<file path="config.mk">
export PLATFORM = sky130hd
export DESIGN_NAME = cpu_idb_arbiter
export DESIGN_NICKNAME = d
export VERILOG_FILES = /design/src/rtl/cpu_idb_arbiter_pkg.sv /design/src/rtl/cpu_idb_arbiter_rr_pick.sv /design/src/rtl/cpu_idb_arbiter.sv
export SDC_FILE = /design/constraint.sdc
export NUM_CORES = 1
export LEC_CHECK = 0
export CAP_MARGIN = 20
export CORE_ASPECT_RATIO = 1.1
export CORE_MARGIN = 4
export CORE_UTILIZATION = 43
export CTS_CLUSTER_DIAMETER = 100
export CTS_CLUSTER_SIZE = 12
export DETAILED_ROUTE_END_ITERATION = 12
export GPL_TIMING_DRIVEN = 1
export MAX_ROUTING_LAYER = met4
export PLACE_DENSITY = 0.86
export SYNTH_ARGS = -nofsm -noshare
export SYNTH_HDL_FRONTEND = slang
export SYNTH_SLANG_ARGS = --single-unit
</file>
<file path="constraint.sdc">
create_clock -name sysclk -period 3.35 [get_ports sysclk]
set_clock_uncertainty 0.05 [all_clocks]
set_input_delay 0.5025 -clock sysclk [delete_from_list [all_inputs] [get_ports sysclk]]
set_output_delay 0.5025 -clock sysclk [all_outputs]
set_load 0.01 [all_outputs]
</file>
<file path="src/rtl/cpu_idb_arbiter_pkg.sv">
// Shared definitions for the CPU-board internal data bus (IDB) arbiter.
//  - idb_state_e : arbiter FSM state encoding
//  - IDB_*       : requester index names (slot in REQ/LOCK/GNT/DATA_IN)
//  - CNT_W       : width of the ownership cycle counter (saturates at all-ones)
//  - TURN_W      : width of the turnaround counter
package cpu_idb_arbiter_pkg;

    typedef enum logic [1:0] {
        IDB_IDLE = 2'd0,
        IDB_OWN  = 2'd1,
        IDB_TURN = 2'd2
    } idb_state_e;

    localparam int unsigned IDB_PROC = 0;
    localparam int unsigned IDB_CS   = 1;
    localparam int unsigned IDB_MMU  = 2;
    localparam int unsigned IDB_EXT  = 3;

    localparam int unsigned CNT_W  = 8;
    localparam int unsigned TURN_W = 2;

endpackage

</file>
<file path="src/rtl/cpu_idb_arbiter_rr_pick.sv">
// Round-robin requester selection (purely combinational).
// Searches req starting at ptr+1 (mod N_REQ) and returns the first set index.
//  req   in  N_REQ  request vector
//  ptr   in  PW     index of the last granted requester
//  pick  out PW     selected requester (meaningful only when valid)
//  valid out 1      at least one request is set
module cpu_idb_arbiter_rr_pick #(
    parameter int unsigned N_REQ = 4,
    parameter int unsigned PW    = 2
) (
    input  logic [N_REQ-1:0] req,
    input  logic [PW-1:0]    ptr,
    output logic [PW-1:0]    pick,
    output logic             valid
);

    logic [2*N_REQ-1:0] req2;
    logic [N_REQ-1:0]   rot;
    int unsigned        off;

    // Rotate so bit 0 is the slot after ptr, priority-encode, then rotate back.
    always_comb begin
        req2 = {req, req};
        rot  = N_REQ'(req2 >> (32'(ptr) + 32'd1));
        off  = 32'd0;
        for (int j = int'(N_REQ) - 1; j >= 0; j--) begin
            if (rot[j]) begin
                off = 32'(j);
            end
        end
        valid = |req;
        pick  = PW'((off + 32'(ptr) + 32'd1) % N_REQ);
    end

endmodule

</file>
<file path="src/rtl/cpu_idb_arbiter.sv">
// Round-robin sequencer for the CPU-board internal data bus (IDB).
// Grants one requester at a time, inserts a turnaround gap between owners and
// force-releases an owner that holds the bus too long while others wait.
//  sysclk     in   1         clock, all state on rising edge
//  sys_rst_n  in   1         asynchronous active-low reset
//  REQ        in   N_REQ     level requests, held until done
//  LOCK       in   N_REQ     owner's LOCK suppresses the hold timeout
//  DATA_IN    in   N_REQ*DW  requester data, slice i = DATA_IN[i*DW +: DW]
//  ERR_CLR    in   1         clears sticky ERR
//  GNT        out  N_REQ     one-hot grant (registered)
//  IDB_OUT    out  DW        owner's slice, zero when nobody owns the bus
//  BUSY       out  1         bus owned or in turnaround (registered)
//  TIMEOUT    out  1         one-cycle pulse on forced release (registered)
//  ERR        out  1         sticky timeout flag (registered)
module cpu_idb_arbiter
    import cpu_idb_arbiter_pkg::*;
#(
    parameter int unsigned N_REQ    = 4,
    parameter int unsigned DW       = 16,
    parameter int unsigned HOLD_MAX = 15,
    parameter int unsigned TURN_CYC = 1
) (
    input  logic                sysclk,
    input  logic                sys_rst_n,
    input  logic [N_REQ-1:0]    REQ,
    input  logic [N_REQ-1:0]    LOCK,
    input  logic [N_REQ*DW-1:0] DATA_IN,
    input  logic                ERR_CLR,
    output logic [N_REQ-1:0]    GNT,
    output logic [DW-1:0]       IDB_OUT,
    output logic                BUSY,
    output logic                TIMEOUT,
    output logic                ERR
);

    localparam int unsigned PW = (N_REQ > 1) ? $clog2(N_REQ) : 1;
    localparam logic [CNT_W-1:0]  HOLD_LAST = CNT_W'(HOLD_MAX - 1);
    localparam logic [TURN_W-1:0] TURN_LAST = TURN_W'(TURN_CYC - 1);

    idb_state_e         state_q, state_n;
    logic [PW-1:0]      owner_q, owner_n;
    logic [PW-1:0]      ptr_q,   ptr_n;
    logic [CNT_W-1:0]   cnt_q,   cnt_n;
    logic [TURN_W-1:0]  turn_q,  turn_n;
    logic [N_REQ-1:0]   gnt_n;
    logic               busy_n, timeout_n, err_n;
    logic               release_c, others_c;
    logic [PW-1:0]      pick;
    logic               pick_valid;

    cpu_idb_arbiter_rr_pick #(
        .N_REQ (N_REQ),
        .PW    (PW)
    ) u_rr_pick (
        .req   (REQ),
        .ptr   (ptr_q),
        .pick  (pick),
        .valid (pick_valid)
    );

    // State and output registers.
    always_ff @(posedge sysclk or negedge sys_rst_n) begin
        if (!sys_rst_n) begin
            state_q <= IDB_IDLE;
            owner_q <= '0;
            ptr_q   <= PW'(N_REQ - 1);
            cnt_q   <= '0;
            turn_q  <= '0;
            GNT     <= '0;
            BUSY    <= 1'b0;
            TIMEOUT <= 1'b0;
            ERR     <= 1'b0;
        end else begin
            state_q <= state_n;
            owner_q <= owner_n;
            ptr_q   <= ptr_n;
            cnt_q   <= cnt_n;
            turn_q  <= turn_n;
            GNT     <= gnt_n;
            BUSY    <= busy_n;
            TIMEOUT <= timeout_n;
            ERR     <= err_n;
        end
    end

    // Next-state and next-output logic.
    always_comb begin
        state_n   = state_q;
        owner_n   = owner_q;
        ptr_n     = ptr_q;
        cnt_n     = cnt_q;
        turn_n    = turn_q;
        gnt_n     = GNT;
        timeout_n = 1'b0;
        err_n     = ERR_CLR ? 1'b0 : ERR;
        release_c = 1'b0;
        // In OWN, GNT is the owner's one-hot, so this is "anyone else waiting".
        others_c  = |(REQ & ~GNT);

        unique case (state_q)
            IDB_IDLE: begin
                if (pick_valid) begin
                    state_n = IDB_OWN;
                    owner_n = pick;
                    ptr_n   = pick;
                    cnt_n   = '0;
                    gnt_n   = N_REQ'(1) << pick;
                end
            end
            IDB_OWN: begin
                cnt_n = (&cnt_q) ? cnt_q : cnt_q + CNT_W'(1);
                // A voluntary drop takes precedence over a simultaneous timeout.
                if (!REQ[owner_q]) begin
                    release_c = 1'b1;
                end else if ((cnt_q >= HOLD_LAST) && !LOCK[owner_q] && others_c) begin
                    release_c = 1'b1;
                    timeout_n = 1'b1;
                    err_n     = 1'b1;
                end
                if (release_c) begin
                    gnt_n = '0;
                    if (TURN_CYC > 0) begin
                        state_n = IDB_TURN;
                        turn_n  = '0;
                    end else if (pick_valid) begin
                        // No gap: hand over in the same edge; ptr==owner here so the
                        // releasing requester ranks last.
                        state_n = IDB_OWN;
                        owner_n = pick;
                        ptr_n   = pick;
                        cnt_n   = '0;
                        gnt_n   = N_REQ'(1) << pick;
                    end else begin
                        state_n = IDB_IDLE;
                    end
                end
            end
            IDB_TURN: begin
                if (turn_q == TURN_LAST) begin
                    state_n = IDB_IDLE;
                end else begin
                    turn_n = turn_q + TURN_W'(1);
                end
            end
            default: begin
                state_n = IDB_IDLE;
                gnt_n   = '0;
            end
        endcase

        busy_n = (state_n != IDB_IDLE);
    end

    // Bus data: select exactly one slice from the registered grant, else zero.
    always_comb begin
        IDB_OUT = '0;
        for (int i = 0; i < int'(N_REQ); i++) begin
            if (GNT[i]) begin
                IDB_OUT = DATA_IN[i*DW +: DW];
            end
        end
    end

    gnt_onehot_a: assert property (@(posedge sysclk) disable iff (!sys_rst_n) $onehot0(GNT));

endmodule

</file>
==> impl_metrics.tcl, run 1 <==
set metrics [dict create \
    outcome "complete, no violations" \
    portBuffers 97 \
    ff2ff_setup_slack_ns 1.21 \
    route.detailed.drc 0 \
    mappedNetlistNets 321 \
    clockBufferDepth 2 \
    yosysWarnings 0 \
    period_minus_slack_ns 2.74 \
    crit_path_cell_trace "buf_4 > a21oi_1 > o21ai_0 > clkdlybuf4s50_1" \
    antenna_found_initial 0 \
    postCtsHoldBufs 0 \
    slew_viol_final 0 \
    avgViaCountPerCell 5.58 \
    drv_cap 0 \
    clkPwrFrac_pct 10.2 \
    path_clk_slew_ns 0.08 \
    switchingPower_mw 0.700 \
    ys_ff_latch 23 \
    postCtsSetupBuffers 0 \
    drt-initial-drc-count 154 \
    cp-startpoint "GNT[2]" \
    rows 24 \
    root_buffer "clkbuf_8" \
    cp-start-kind "flop" \
    fmax_mhz 365 \
    nNetsFinal 405 \
    dieArea_mm2 0.00547 \
    p_int_mw 0.976 \
    totalWireLength_mm 6.31 \
    synth_cell_types 48 \
    synth_area_per_cell_um2 7.72 \
    hold_path_class "in -> async" \
    path_max_fanout 24 \
    cts_tree "done" \
    clk_latency_ns 0.26 \
    max_stage_delay_ns 0.81 \
    rsz0062_at_grt "false" \
    dp.final_hpwl_mm 5.00 \
    netlist_instances 242 \
    r2r_end "GNT[2]" \
    die_h_um 77.2 \
    combPwrFrac_pct 60.1 \
    die_x_um 70.9 \
    gp_congestion 0.903 \
    required_ns 2.80 \
    r2r_cells 9 \
    netlist_area_mm2 0.00187 \
    start_util_pct 45.8 \
    grt-ovfl-total 0 \
    ys.flop_type "dfrtp_1" \
    wl_per_cell_um 16.7 \
    synthArstFlopShare_pct 100 \
    hold_viol 0 \
    setup_viol 0 \
    coreArea_mm2 0.00408 \
    arrival_ns 2.19 \
    r2r_start "ptr_q[0]" \
    p_leak_nw 1.16 \
    pwr-share-seq_pct 29.7 \
    synth_edf_count 0 \
    vias 2102 \
    cts_resized 0 \
    crit_end "IDB_OUT[2]" \
    dr.pass1.iters 4 \
    cp_slowest_cell "dfrtp_1" \
    cts-buffers-inserted 3 \
    grt_pass1_vias 1997 \
    finalSetupTns_ns 0 \
    insertedDiodeCount 0 \
    crit_type "reg -> out" \
    switching_share_pct 41.8 \
    slew_headroom_pct 27.7 \
    grt_max_degree 30 \
    seq_area_frac_synth_pct 30.9 \
    ir_worst_vdd_mv 0.387 \
    p_per_area_mw_per_mm2 579 \
    cts_max_level 1 \
    area_growth_pct 54.9 \
    worst_pin_slew_ns 1.08 \
    fin_crit_sh_pct 81.8 \
    grt.total_usage_pct 23.5 \
    endpoint_kind "output port" \
    io_pins 98 \
    cts.sinks 23 \
    antenna_left 0 \
    holdWs_ns 0.360 \
    drive_gt1_share_pct 5.23 \
    grt_pass1_wl_mm 10.1 \
]
-- routing by layer --
metal / vias to the layer above / track usage (%) / part of all wire, %
met5: - / - / 0
met4: 0 / 5.64 / 1.9
met3: 13 / 6.14 / 9.1
met2: 91 / 38.5 / 48
met1: 972 / 29.0 / 41
li1: 1026 / - / -
-- synthesized netlist by cell type, types with 2 or more instances --
cell	count	share of area (%)
a22oi_1	16	6.4
mux4_2	2	2.4
o21ai_0	18	4.8
a21o_1	2	0.80
o31ai_1	2	0.80
a21oi_1	20	5.4
buf_2	5	1.3
clkbuf_1	17	3.4
mux2i_1	4	2.1
nand3_1	4	1.1
dfstp_2	2	2.8
and3_1	2	0.67
o22ai_1	2	0.67
dfrtp_1	21	28
nor2b_1	8	2.7
nor2_1	29	5.8
o2bb2ai_1	3	1.4
ha_1	4	2.7
xnor2_1	7	3.3
nand2b_1	2	0.67
or3_1	3	1.0
nand4_1	2	0.67
o21ai_1	3	0.80
nand2_1	26	5.2
and2_1	2	0.67
inv_1	9	1.8
nor3_1	4	1.1
nor3b_1	3	1.2
-- placed cells by master (no fill, tap or decap), drive strengths merged, types with 2 or more instances in the layout --
cell type      instances
a22oi                 16
nand4                  2
nor3                   4
mux2i                  4
ha                     4
o31ai                  2
a21o                   2
or3                    3
nor2                  29
and3                   2
inv                    9
nand2b                 2
mux4                   2
o22ai                  2
xnor2                  7
o21ai                 21
dfrtp                 21
o2bb2ai                3
o211ai                 2
nor3b                  3
nor4b                  2
buf                    5
a21oi                 20
and2                   2
dfstp                  2
nand3                  4
nor4                   2
nand2                 26
clkbuf                 4
nor2b                  8
clkdlybuf4s50         97
-- kinds of logic after synthesis --
| group | Yosys count | share of synthesized area (%) |
|---|---|---|
| buffers and inverters | 32 | 7.16 |
| XOR/XNOR | 8 | 3.75 |
| flip-flops | 23 | 30.9 |
| AO/OA/AOI/OAI | 75 | 25.4 |
| multiplexers | 7 | 5.15 |
| AND/OR/NAND/NOR | 93 | 24.9 |
| adder cells (fa/ha/maj) | 4 | 2.68 |
-- worst max-delay path: cells and delay by family, from the launching register on --
family          cells  cell delay [ns]
flops               1             0.81
compound gates      2             0.22
buf+inv             2             0.90
-- metrics by stage --
step	power [mW]	area (um^2)	worst slack (ns)	utilization (%)	cells
global route	1.81	2900	0.371	70.9	377
detailed placement	1.51	2840	0.508	69.4	372
floorplan	1.08	1870	1.12	-	242
CTS	1.68	2880	0.581	70.5	376
finish	1.68	2900	0.608	70.9	377
global placement	1.48	2840	0.573	69.4	372
-- cell type report --
class                   count  area, um^2
inverters                   9        33.8
multi-input cells         187        1160
well taps                  52        65.1
fillers                   356        1190
repair buffers            102        1020
flip-flops and latches     23         578
clock buffers               4        45.0
-- flip-flops by register name, summed over array words and instances, names as in the netlist --
name     count
cnt_q        8
GNT          4
owner_q      2
ptr_q        2
state_q      2
turn_q       2
BUSY         1
ERR          1
TIMEOUT      1
-- worst min-delay path by stage --
stage	from	endpoint
after floorplan	sys_rst_n	BUSY
after global placement	turn_q[1]	turn_q[1]
after detailed placement	turn_q[1]	turn_q[1]
after CTS	turn_q[1]	turn_q[1]
after global routing	sys_rst_n	cnt_q[2]
final	sys_rst_n	cnt_q[2]
-- power by group through the flow --
stage          logic, mW  clock network (mW)  registers (mW)
5_1_grt             1.11               0.185           0.514
6_report            1.01               0.170           0.498
4_1_cts             1.01               0.171           0.496
2_1_floorplan      0.655                   0           0.429
3_3_place_gp       0.978                   0           0.497
3_5_place_dp        1.00                   0           0.502
No activity file was read; power rests on OpenSTA's default activity.
==> inputs of run 2 (changes only) <==
CORE_UTILIZATION = 36   (was 43)
PLACE_DENSITY = 0.77   (was 0.86)
clock period = 2.3 ns   (was 3.35 ns; I/O delays follow)
==> impl_metrics.tcl, run 2 (synthesis results as in run 1) <==
set metrics [dict create \
    gp_congestion 0.885 \
    dp.final_hpwl_mm 4.90 \
    dieArea_mm2 0.00641 \
    path_clk_slew_ns 0.08 \
    area_growth_pct 67.0 \
    slew_headroom_pct 62.1 \
    wl_per_cell_um 15.7 \
    insertedDiodeCount 0 \
    power_mw 2.57 \
    die_x_um 76.7 \
    holdWs_ns 0.359 \
    cts_tree "done" \
    grt_max_degree 35 \
    hold_path_class "in -> async" \
    drv_cap 0 \
    nNetsFinal 429 \
    largest-register "cnt_q" \
    setup_ws_ns 0.139 \
    root_buffer "clkbuf_8" \
    cts-buffers-inserted 3 \
    slew_viol_final 0 \
    final_area_mm2 0.00312 \
    vias 2169 \
    antenna_left 0 \
    largestRegisters "cnt_q (8), GNT (4)" \
    rsz0062_at_grt "false" \
    p_per_area_mw_per_mm2 824 \
    postCtsHoldBufs 0 \
    crit_end "IDB_OUT[1]" \
    cts.sinks 23 \
    place_area_mm2 0.00300 \
    arrival_ns 1.77 \
    grt-ovfl-total 0 \
    endpoint_kind "output port" \
    place_ws_ns -0.201 \
    clockBufferDepth 2 \
    cp-start-kind "flop" \
    clk_latency_ns 0.26 \
    period_minus_slack_ns 2.16 \
    fmax_mhz 463 \
    final_cell_mix "79 x clkdlybuf4s50_1, 29 x nor2_1, 26 x nand2_1, 26 x buf_4, 21 x dfrtp_1" \
    largest_reg_flops 8 \
    antenna_found_initial 0 \
    avgViaCountPerCell 5.33 \
    io_pins 98 \
    drt-initial-drc-count 101 \
    p_leak_nw 1.45 \
    fin_crit_sh_pct 94.0 \
    final_util_pct 62.0 \
    coreArea_mm2 0.00503 \
    totalWireLength_mm 6.38 \
    grt.total_usage_pct 19.3 \
    outcome "complete, no violations" \
    portBuffers 97 \
    rows 27 \
    hold_viol 0 \
    cts_max_level 1 \
    final_common_cell "clkdlybuf4s50_1" \
    finalSetupTns_ns 0 \
    worst_pin_slew_ns 0.564 \
    start_util_pct 37.1 \
    grt_pass1_vias 2012 \
    final_cells 407 \
    r2r_start "ptr_q[0]" \
    required_ns 1.90 \
    grt_pass1_wl_mm 10.1 \
    die_h_um 83.6 \
    crit_type "reg -> out" \
    ff2ff_setup_slack_ns 0.18 \
    dr.pass1.iters 4 \
    r2r_end "owner_q[1]" \
    setup_viol 0 \
    path_max_fanout 9 \
    drive_gt1_share_pct 12.3 \
    fill_cells 438 \
    r2r_cells 10 \
    dp.cells 397 \
    route.detailed.drc 0 \
    cp-startpoint "GNT[0]" \
    ir_worst_vdd_mv 0.387 \
]
-- run 2: changes by cell type in the layout (fill, tap and decap cells not counted), sizes merged --
cell           change
buf               +24
clkdlybuf4s50     -18
clkdlybuf4s15      +1
dlygate4sd2        +7
dlymetal6s2s      +10
-- run 2: report_power, final --
group / switching [mW] / internal, mW / leakage, nW
Sequential: 0.165 / 0.539 / 0.297
Clock: 0.125 / 0.124 / 0.0228
Combinational: 0.761 / 0.859 / 1.13
-- run 2: critical path: stages (launching register included) --
cell	delay, ns
dfrtp_1	0.38
nor2b_1	0.13
buf_6	0.13
buf_4	0.14
a22oi_1	0.14
nor2_1	0.06
a21oi_1	0.12
o21ai_0	0.10
dlygate4sd2_1	0.30
-- run 2: timing repair --
item	4_1_cts	5_1_grt
endpoints found under the setup margin	10	11
endpoints found under the hold margin	0	0
pin swaps	0	1
gates resized for setup	9	14
buffers inserted	2	4
-- run 2: metal layers --
| metal | part of all wire, % | vias up | GRT usage (%) |
|---|---|---|---|
| met1 | 43 | 993 | 23.9 |
| li1 | - | 1080 | - |
| met2 | 48 | 92 | 33.3 |
| met3 | 8.6 | 4 | 3.78 |
| met5 | 0 | - | - |
| met4 | 0.53 | 0 | 2.80 |
-- run 2: how the worst min path moves through the flow --
stage,startpoint,endpoint,slack [ns]
finish,sys_rst_n,cnt_q[7],0.36
global route,sys_rst_n,cnt_q[7],0.38
detailed placement,turn_q[1],turn_q[1],0.44
floorplan,sys_rst_n,BUSY,-0.0006
CTS,sys_rst_n,cnt_q[7],0.37
global placement,turn_q[1],turn_q[1],0.44
-- run 2: final cells by class --
class	instances	area [um^2]	area share (%)
clock buffers	4	45.0	1.44
multi-input cells	187	1170	37.4
flip-flops and latches	23	578	18.5
inverters	9	33.8	1.08
repair buffers	126	1220	39.2
well taps	58	72.6	2.32
==> inputs of run 3 (changes only) <==
SLEW_MARGIN = 10   (was default)
==> results of run 3 <==
No change in the layout: final DEF, timing and power equal those of run 2.
